==> config.mk <==
export PLATFORM = sky130hd
export DESIGN_NAME = reg_hazard_ctrl_flat
export DESIGN_NICKNAME = d
export VERILOG_FILES = /design/src/rtl/reg_hazard_ctrl_if.sv /design/src/rtl/reg_hazard_ctrl.sv /design/src/flat_wrapper.sv
export SDC_FILE = /design/constraint.sdc
export NUM_CORES = 1
export LEC_CHECK = 0
export CAP_MARGIN = 20
export CORE_MARGIN = 10
export CORE_UTILIZATION = 57
export DETAILED_ROUTE_END_ITERATION = 7
export DONT_BUFFER_PORTS = 1
export PLACE_DENSITY = 0.72
export SLEW_MARGIN = 10
export SYNTH_ARGS = -nofsm -noshare
export SYNTH_HDL_FRONTEND = slang
export SYNTH_SLANG_ARGS = --single-unit
==> constraint.sdc <==
create_clock -name clk -period 2.55 [get_ports clk]
set_input_delay 0.3825 -clock clk [delete_from_list [all_inputs] [get_ports clk]]
set_output_delay 0.3825 -clock clk [all_outputs]
set_load 0.05 [all_outputs]
==> src/rtl/reg_hazard_ctrl_if.sv <==
// Decode-side hazard/forwarding bundle between the pipeline control and reg_hazard_ctrl.
// The master drives the ID-stage fields; the slave returns stall, read selects and write strobes.
interface reg_hazard_ctrl_if #(
    parameter int unsigned REG_NUM_WIDTH     = 4,
    parameter int unsigned REG_FORWARD_WIDTH = 2
);
    logic                         id_valid;
    logic [REG_NUM_WIDTH-1:0]     id_rn_1;
    logic [REG_NUM_WIDTH-1:0]     id_rn_2;
    logic                         id_use_1;
    logic                         id_use_2;
    logic                         id_wr;
    logic [REG_NUM_WIDTH-1:0]     id_wrn;
    logic                         id_wr0;
    logic                         stall;
    logic [REG_FORWARD_WIDTH-1:0] reg_forward_1;
    logic [REG_FORWARD_WIDTH-1:0] reg_forward_2;
    logic                         wr;
    logic [REG_NUM_WIDTH-1:0]     wrn;
    logic                         wr0;
    logic                         mdu_busy;

    modport master (
        output id_valid, id_rn_1, id_rn_2, id_use_1, id_use_2, id_wr, id_wrn, id_wr0,
        input  stall, reg_forward_1, reg_forward_2, wr, wrn, wr0, mdu_busy
    );

    modport slave (
        input  id_valid, id_rn_1, id_rn_2, id_use_1, id_use_2, id_wr, id_wrn, id_wr0,
        output stall, reg_forward_1, reg_forward_2, wr, wrn, wr0, mdu_busy
    );
endinterface

==> src/rtl/reg_hazard_ctrl.sv <==
// Hazard detection and forwarding control for a 3-stage ID->EX->WB pipeline with a
// 16-entry register file and a multi-cycle R0 writer (multiply/divide unit).
module reg_hazard_ctrl #(
    parameter int unsigned                   REG_NUM_WIDTH        = 4,
    parameter int unsigned                   REG_FORWARD_WIDTH    = 2,
    parameter logic [REG_FORWARD_WIDTH-1:0]  REG_FORWARD_REG_FILE = 2'b00,
    parameter logic [REG_FORWARD_WIDTH-1:0]  REG_FORWARD_WB       = 2'b01,
    parameter logic [REG_FORWARD_WIDTH-1:0]  REG_FORWARD_R0       = 2'b10,
    parameter int unsigned                   MDU_LATENCY          = 4
) (
    input logic              clk,
    input logic              rst_n,
    reg_hazard_ctrl_if.slave hz
);
    localparam logic [3:0] CntOne  = 4'd1;
    localparam logic [3:0] CntLoad = 4'(MDU_LATENCY);

    logic                     ex_valid_q;
    logic                     ex_wr_q;
    logic [REG_NUM_WIDTH-1:0] ex_wrn_q;
    logic                     wr_q;
    logic [REG_NUM_WIDTH-1:0] wrn_q;
    logic [3:0]               mdu_cnt_q;
    logic [3:0]               mdu_cnt_d;
    logic                     wr0_q;
    logic                     mdu_busy_q;

    logic                         accept;
    logic                         src_stall;
    logic                         struct_stall;
    logic                         waw_stall;
    logic                         stall;
    logic [REG_NUM_WIDTH-1:0]     rn [2];
    logic                         use_src [2];
    logic [REG_FORWARD_WIDTH-1:0] fwd [2];

    // Per-source RAW detection and forwarding select; R0 completion beats a WB match.
    always_comb begin
        rn[0]      = hz.id_rn_1;
        rn[1]      = hz.id_rn_2;
        use_src[0] = hz.id_valid & hz.id_use_1;
        use_src[1] = hz.id_valid & hz.id_use_2;
        src_stall  = 1'b0;
        fwd[0]     = REG_FORWARD_REG_FILE;
        fwd[1]     = REG_FORWARD_REG_FILE;
        for (int i = 0; i < 2; i++) begin
            if (use_src[i]) begin
                if ((ex_valid_q && ex_wr_q && (ex_wrn_q == rn[i])) ||
                    ((rn[i] == '0) && (mdu_cnt_q > CntOne))) begin
                    src_stall = 1'b1;
                end
                if ((rn[i] == '0) && (mdu_cnt_q == CntOne)) begin
                    fwd[i] = REG_FORWARD_R0;
                end else if (wr_q && (wrn_q == rn[i])) begin
                    fwd[i] = REG_FORWARD_WB;
                end
            end
        end
    end

    always_comb begin
        struct_stall = hz.id_valid & hz.id_wr0 & (mdu_cnt_q > CntOne);
        // Keeps a WB write to R0 from ever colliding with the wr0 strobe.
        waw_stall    = hz.id_valid & hz.id_wr & (hz.id_wrn == '0) & (mdu_cnt_q != 4'd0);
        stall        = src_stall | struct_stall | waw_stall;
        accept       = hz.id_valid & ~stall;
    end

    always_comb begin
        mdu_cnt_d = mdu_cnt_q;
        if (accept && hz.id_wr0) begin
            mdu_cnt_d = CntLoad;
        end else if (mdu_cnt_q != 4'd0) begin
            mdu_cnt_d = mdu_cnt_q - 4'd1;
        end
    end

    always_ff @(posedge clk or negedge rst_n) begin
        if (!rst_n) begin
            ex_valid_q <= 1'b0;
            ex_wr_q    <= 1'b0;
            ex_wrn_q   <= '0;
            wr_q       <= 1'b0;
            wrn_q      <= '0;
            mdu_cnt_q  <= 4'd0;
            wr0_q      <= 1'b0;
            mdu_busy_q <= 1'b0;
        end else begin
            ex_valid_q <= accept;
            ex_wr_q    <= accept & hz.id_wr;
            if (accept) begin
                ex_wrn_q <= hz.id_wrn;
            end
            wr_q       <= ex_valid_q & ex_wr_q;
            wrn_q      <= ex_wrn_q;
            mdu_cnt_q  <= mdu_cnt_d;
            wr0_q      <= (mdu_cnt_d == CntOne);
            mdu_busy_q <= (mdu_cnt_d != 4'd0);
        end
    end

    assign hz.stall         = stall;
    assign hz.reg_forward_1 = fwd[0];
    assign hz.reg_forward_2 = fwd[1];
    assign hz.wr            = wr_q;
    assign hz.wrn           = wrn_q;
    assign hz.wr0           = wr0_q;
    assign hz.mdu_busy      = mdu_busy_q;

endmodule

==> src/flat_wrapper.sv <==
// flat-port wrapper written by rule: the top's interface ports become plain ports
module reg_hazard_ctrl_flat 
#(
    parameter int unsigned                   REG_NUM_WIDTH        = 4,
    parameter int unsigned                   REG_FORWARD_WIDTH    = 2,
    parameter logic [REG_FORWARD_WIDTH-1:0]  REG_FORWARD_REG_FILE = 2'b00,
    parameter logic [REG_FORWARD_WIDTH-1:0]  REG_FORWARD_WB       = 2'b01,
    parameter logic [REG_FORWARD_WIDTH-1:0]  REG_FORWARD_R0       = 2'b10,
    parameter int unsigned                   MDU_LATENCY          = 4
)
  (clk, rst_n, hz_id_valid, hz_id_rn_1, hz_id_rn_2, hz_id_use_1, hz_id_use_2, hz_id_wr, hz_id_wrn, hz_id_wr0, hz_stall, hz_reg_forward_1, hz_reg_forward_2, hz_wr, hz_wrn, hz_wr0, hz_mdu_busy);
  reg_hazard_ctrl_if #(.REG_NUM_WIDTH(REG_NUM_WIDTH), .REG_FORWARD_WIDTH(REG_FORWARD_WIDTH)) hz_i ();
  input logic clk;
  input logic rst_n;
  input wire logic [$bits(hz_i.id_valid)-1:0] hz_id_valid;
  input wire logic [$bits(hz_i.id_rn_1)-1:0] hz_id_rn_1;
  input wire logic [$bits(hz_i.id_rn_2)-1:0] hz_id_rn_2;
  input wire logic [$bits(hz_i.id_use_1)-1:0] hz_id_use_1;
  input wire logic [$bits(hz_i.id_use_2)-1:0] hz_id_use_2;
  input wire logic [$bits(hz_i.id_wr)-1:0] hz_id_wr;
  input wire logic [$bits(hz_i.id_wrn)-1:0] hz_id_wrn;
  input wire logic [$bits(hz_i.id_wr0)-1:0] hz_id_wr0;
  output wire logic [$bits(hz_i.stall)-1:0] hz_stall;
  output wire logic [$bits(hz_i.reg_forward_1)-1:0] hz_reg_forward_1;
  output wire logic [$bits(hz_i.reg_forward_2)-1:0] hz_reg_forward_2;
  output wire logic [$bits(hz_i.wr)-1:0] hz_wr;
  output wire logic [$bits(hz_i.wrn)-1:0] hz_wrn;
  output wire logic [$bits(hz_i.wr0)-1:0] hz_wr0;
  output wire logic [$bits(hz_i.mdu_busy)-1:0] hz_mdu_busy;
  assign hz_i.id_valid = hz_id_valid;
  assign hz_i.id_rn_1 = hz_id_rn_1;
  assign hz_i.id_rn_2 = hz_id_rn_2;
  assign hz_i.id_use_1 = hz_id_use_1;
  assign hz_i.id_use_2 = hz_id_use_2;
  assign hz_i.id_wr = hz_id_wr;
  assign hz_i.id_wrn = hz_id_wrn;
  assign hz_i.id_wr0 = hz_id_wr0;
  assign hz_stall = hz_i.stall;
  assign hz_reg_forward_1 = hz_i.reg_forward_1;
  assign hz_reg_forward_2 = hz_i.reg_forward_2;
  assign hz_wr = hz_i.wr;
  assign hz_wrn = hz_i.wrn;
  assign hz_wr0 = hz_i.wr0;
  assign hz_mdu_busy = hz_i.mdu_busy;
  reg_hazard_ctrl #(.REG_NUM_WIDTH(REG_NUM_WIDTH), .REG_FORWARD_WIDTH(REG_FORWARD_WIDTH), .REG_FORWARD_REG_FILE(REG_FORWARD_REG_FILE), .REG_FORWARD_WB(REG_FORWARD_WB), .REG_FORWARD_R0(REG_FORWARD_R0), .MDU_LATENCY(MDU_LATENCY)) u_core (.clk(clk), .rst_n(rst_n), .hz(hz_i));
endmodule
# [Yosys cells after proc, flatten, opt, wreduce, memory -nomap -nowiden]
# Index checks and enable logic that the tools add are counted.
[word_totals] elab_cells=58 output_inout_bits=12 ff_bits=17 input_bits=19
[op_classes] mux=12 addsub=1 n_bitwise=13 eq_ne=6 n_reduce_logical=17 magnitude_cmp=1
[op_table] op="$eq A4 B4 Y1" count=4
[op_table] op="$logic_not A4 Y1" count=3
[op_table] op="$and A1 B1 Y1" count=10
[op_table] op="$logic_and A1 B1 Y1" count=10
[op_table] op="$eq A4 B1 Y1 const B" count=2
[op_table] op="$mux W2" count=4
[op_table] op="$mux W4" count=2
[op_table] op="$reduce_bool A4 Y1" count=2
[op_table] op="$mux W1" count=6
[op_table] op="$gt A4 B1 Y1 const B" count=1
[op_table] op="$sub A4 B1 Y4 const B" count=1
[op_table] op="$logic_or A1 B1 Y1" count=2
[op_table] op="$or A1 B1 Y1" count=2
[op_table] op="$not A1 Y1" count=1

# [Logic depth before layout (Yosys ltp)]
[logic_depth] word_depth=14 mapped_depth=8 mapped_depth_nobuf=7

# [Worst setup path before layout]
# No wires, ideal clock.
[synth_path] path_kind="register -> output" from="register u_core.wrn_q[0], in the netlist u_core.hz.wrn[0]" to="output hz_reg_forward_1[0]" slack_ps=-382 arrival_ps=2549 path_stages_with_launch=4 t_required_ps=2168 n_path_buf=0 path_cell_list="dfrtp_1 > xnor2_1 > nand4_1 > nor4b_1"
[synth_via] elab_chain_cells=5
[synth_rtl] element="start: declaration" line_no="reg_hazard_ctrl.sv:22" source="logic [REG_NUM_WIDTH-1:0] wrn_q;"
[synth_rtl] element="start signal: assignment" line_no="reg_hazard_ctrl.sv:95" source="wrn_q <= ex_wrn_q;"
[synth_rtl] element="$eq A4 B4 Y1" line_no="reg_hazard_ctrl.sv:54" source="end else if (wr_q && (wrn_q == rn[i])) begin"
[synth_rtl] element="$logic_and A1 B1 Y1" line_no="reg_hazard_ctrl.sv:54"
[synth_rtl] element="$mux W1" line_no="reg_hazard_ctrl.sv:54"
[synth_rtl] element="$mux W2" line_no="reg_hazard_ctrl.sv:52" source="if ((rn[i] == '0) && (mdu_cnt_q == CntOne)) begin"
[synth_rtl] element="$mux W2" line_no="reg_hazard_ctrl.sv:47" source="if (use_src[i]) begin"
[synth_rtl] element="end: declaration" line_no="flat_wrapper.sv:24" source="output wire logic [$bits(hz_i.reg_forward_1)-1:0] hz_reg_forward_1;"
# Every way passes these cells.

# [Final worst setup path]
[layout_path] from="register u_core.mdu_cnt_q[0]" to="output hz_stall"
[layout_via] elab_chain_cells=9
[layout_rtl] element="start: declaration" line_no="reg_hazard_ctrl.sv:23" source="logic [3:0] mdu_cnt_q;"
[layout_rtl] element="start signal: assignment" line_no="reg_hazard_ctrl.sv:96" source="mdu_cnt_q <= mdu_cnt_d;"
[layout_rtl] element="$gt A4 B1 Y1" line_no="reg_hazard_ctrl.sv:49, reg_hazard_ctrl.sv:62"
[layout_rtl] element="$logic_and A1 B1 Y1" line_no="reg_hazard_ctrl.sv:49" source="((rn[i] == '0) && (mdu_cnt_q > CntOne))) begin"
[layout_rtl] element="$logic_or A1 B1 Y1" line_no="reg_hazard_ctrl.sv:48" source="if ((ex_valid_q && ex_wr_q && (ex_wrn_q == rn[i])) ||"
[layout_rtl] element="$mux W1" line_no="reg_hazard_ctrl.sv:48"
[layout_rtl] element="$mux W1" line_no="reg_hazard_ctrl.sv:47"
[layout_rtl] element="$mux W1" line_no="reg_hazard_ctrl.sv:48"
[layout_rtl] element="$mux W1" line_no="reg_hazard_ctrl.sv:47"
[layout_rtl] element="$or A1 B1 Y1" line_no="reg_hazard_ctrl.sv:65" source="stall = src_stall | struct_stall | waw_stall;"
[layout_rtl] element="$or A1 B1 Y1 (*)" line_no="reg_hazard_ctrl.sv:65"
[layout_rtl] element="end: declaration" line_no="flat_wrapper.sv:23" source="output wire logic [$bits(hz_i.stall)-1:0] hz_stall;"
# Every way passes the cells marked *; elsewhere a longest branch is shown, timed or not.

==> impl_metrics.env <==
export IMPL_run_status="complete, no violations"
export IMPL_use_met1_pct=16.0
export IMPL_pwr_share_comb_pct=39.9
export IMPL_overflow=0
export IMPL_grt_util_all_layers_pct=12.5
export IMPL_path_depth=6
export IMPL_final_min_clock_period_ps=2480
export IMPL_layout_commonest_cell="dfrtp_1"
export IMPL_whs_ps=191
export IMPL_ir_worst_vdd_v=0.000712
export IMPL_crit_chain="inv_2, ha_1, or3b_4, nand4_2, o31ai_2, or3_4"
export IMPL_cts_buffers=3
export IMPL_cp_end_kind="output port"
export IMPL_critical_path_class="flop to output port"
export IMPL_reg2regPathDepth=7
export IMPL_start_kind="flop"
export IMPL_grt_busiest_layer="met2"
export IMPL_drv_cap=0
export IMPL_layout_common_cells="dfrtp_1, xnor2_1, buf_4"
export IMPL_wl_um=2200
export IMPL_die_area_sq_mm=0.00378
export IMPL_slowest_stage="or3_4"
export IMPL_hpwl_um=1790
export IMPL_die_w_um=61.5
export IMPL_yosysSeqAreaShare_pct=43.4
export IMPL_synth_area_sq_um=981
export IMPL_area_delta_synth_final_pct=13.3
export IMPL_io_pin_count=31
export IMPL_root_buffer="clkbuf_4"
export IMPL_row_count=14
export IMPL_slew_headroom_pct=49.3
export IMPL_worst_slew_pin_slew_ps=759
export IMPL_regArea_sq_um=427
export IMPL_nNetsFinal=131
export IMPL_die_y_um=61.5
export IMPL_power_uw=1240
export IMPL_switching_share_pct=45.1
export IMPL_path_delay_family="simple AND/OR/NAND/NOR gates"
export IMPL_cp_arrival_ps=2100
export IMPL_fmax_mhz=404
export IMPL_synth_warning_count=0
export IMPL_antenna_cells=0
export IMPL_cts_sinks=17
export IMPL_antenna_found_initial=0
export IMPL_whs_path_depth=2
export IMPL_htree_levels=1
export IMPL_report_final_slew_viol_count=0
export IMPL_syn_nets=118
export IMPL_grtUsageMet3_pct=6.38
export IMPL_grt_max_degree=18
export IMPL_finalCritPeriodShare_pct=97.2
export IMPL_clk_pin_slew_ps=100
export IMPL_grt_pass1_vias=761
export IMPL_clkPwrFrac_pct=11.6
export IMPL_portBuffers=0
export IMPL_min_path_type="primary input to flop"
export IMPL_synth_cells=96
export IMPL_start_util_pct=62.9
export IMPL_viasPerCell=5.97
export IMPL_leakagePower_uw=0.000454
export IMPL_syn_avg_cell_area_sq_um=10.2
export IMPL_dr_pass1_iters=4
export IMPL_cts_buffer_depth=2
export IMPL_reg2reg_slack_ps=490
export IMPL_grt_pass1_wl_um=3600
export IMPL_coreArea_sq_mm=0.00156
export IMPL_setup_viol=0
export IMPL_remaining_drc_errors=0
export IMPL_grt_met2_usage_pct=18.0
export IMPL_hold_viol=0
export IMPL_dr_first_iter_drc_count=24
export IMPL_cts_tree="done"
export IMPL_utilization_pct=71.3
export IMPL_worst_path_buf_inv=1
export IMPL_drive_gt1_share_pct=20.4
export IMPL_crit_fanout=4
export IMPL_ys_seq_elements=17
export IMPL_p_int_uw=681
export IMPL_synth_cell_types=28
export IMPL_multi_input_area_sq_um=549
export IMPL_placed_cell_area_sq_mm=0.00104
export IMPL_cp_required_ps=2170
export IMPL_fill_cells=124
export IMPL_detail_route_wl_per_cell_um=17.8
export IMPL_powerDensity_mw_per_mm2=1120
export IMPL_gp_congestion=0.804
export IMPL_clock_skew_ps=4.73
export IMPL_insertion_delay_ps=290
export IMPL_vias=740
export IMPL_pwr_share_seq_pct=48.6
export IMPL_switchingPower_uw=559
export IMPL_design_area_sq_mm=0.00111
export IMPL_drtAntennaViolNets=0
export IMPL_setup_tns_ps=0
export IMPL_cpPeakStageDelay_ps=510
-- final timing paths --
kind                                                start                              to
max in group asynchronous                           rst_n   u_core.mdu_cnt_q[0]$_DFF_PN0_
setup / recovery            u_core.mdu_cnt_q[0]$_DFF_PN0_                        hz_stall
hold reg to reg            u_core.ex_wrn_q[1]$_DFFE_PN0P_      u_core.hz.wrn[1]$_DFF_PN0_
setup reg to reg            u_core.mdu_cnt_q[0]$_DFF_PN0_  u_core.ex_wrn_q[0]$_DFFE_PN0P_
hold / removal                                hz_id_valid        u_core.ex_wr_q$_DFF_PN0_
min in group asynchronous                           rst_n      u_core.hz.wrn[3]$_DFF_PN0_
-- cells in the mapped netlist --
library cell	number	share of area, %
nand3_1	7	3.6
ha_1	3	3.8
nor3b_1	3	2.3
xnor2_1	13	12
or3_1	2	1.3
buf_2	1	0.51
mux2_1	4	4.6
o21ai_0	2	1.0
nor2_1	8	3.1
clkbuf_1	1	0.38
nand4_1	2	1.3
a221oi_1	1	0.89
xor2_1	5	4.5
nand3b_1	1	0.77
o21a_1	1	0.77
nor4b_1	1	0.89
or3b_1	1	0.89
nor4_1	3	1.9
nor3_4	1	1.7
a21oi_1	2	1.0
nor3_1	3	1.5
nand2_1	7	2.7
dfrtp_1	17	43
o31ai_2	1	1.3
inv_1	3	1.1
o31ai_1	1	0.77
nor4_2	1	1.3
nand4_2	1	1.3
-- per-stage QoR --
step | setup WS (ps) | std cells
after global placement | 247 | 116
after global routing | -2.15 | 124
final | 71.8 | 124
after floorplan | 189 | 96
after CTS | 3.06 | 121
after detailed placement | 191 | 116
-- repair_timing --
item                                    CTS  global route
endpoints found under the hold margin    17             0
pin swaps                                 1             1
endpoints found under the setup margin    1             1
buffers inserted                          0             3
resized for setup                         1             4
hold buffers                              1             0
-- per-layer routing --
layer | up-vias | wire length, um
met5 | - | 0
met4 | 0 | 14
met3 | 2 | 344
met2 | 32 | 877
met1 | 345 | 964
li1 | 361 | -
-- layout make-up --
class / instances / area share (%)
clock buffer: 4 / 2.36
sequential: 17 / 38.4
multi-input combinational: 74 / 49.4
timing repair buffer: 10 / 6.98
inverter: 3 / 1.01
tap: 16 / 1.80
-- registers in the layout, summed over array words and instances (netlist names) --
name / cells
u_core.mdu_cnt_q: 4
u_core.hz.mdu_busy: 1
u_core.ex_wrn_q: 4
u_core.hz.wrn: 4
u_core.hz.wr: 1
u_core.ex_wr_q: 1
u_core.hz.wr0: 1
u_core.ex_valid_q: 1
-- power by group through the flow --
stage | clock network [uW] | registers (uW) | logic [uW]
2_1_floorplan | 0 | 577 | 374
3_3_place_gp | 0 | 604 | 430
3_5_place_dp | 0 | 609 | 435
4_1_cts | 150 | 601 | 448
5_1_grt | 165 | 622 | 560
6_report | 143 | 602 | 495
-- logic make-up after synthesis --
group / synth area share, %
xor+xnor: 16.1
buf+inv: 2.04
simple gates: 24.4
mux: 4.59
fa+ha+maj: 3.83
flops: 43.4
compound gates: 5.74
(Power assumes the default switching activity.)
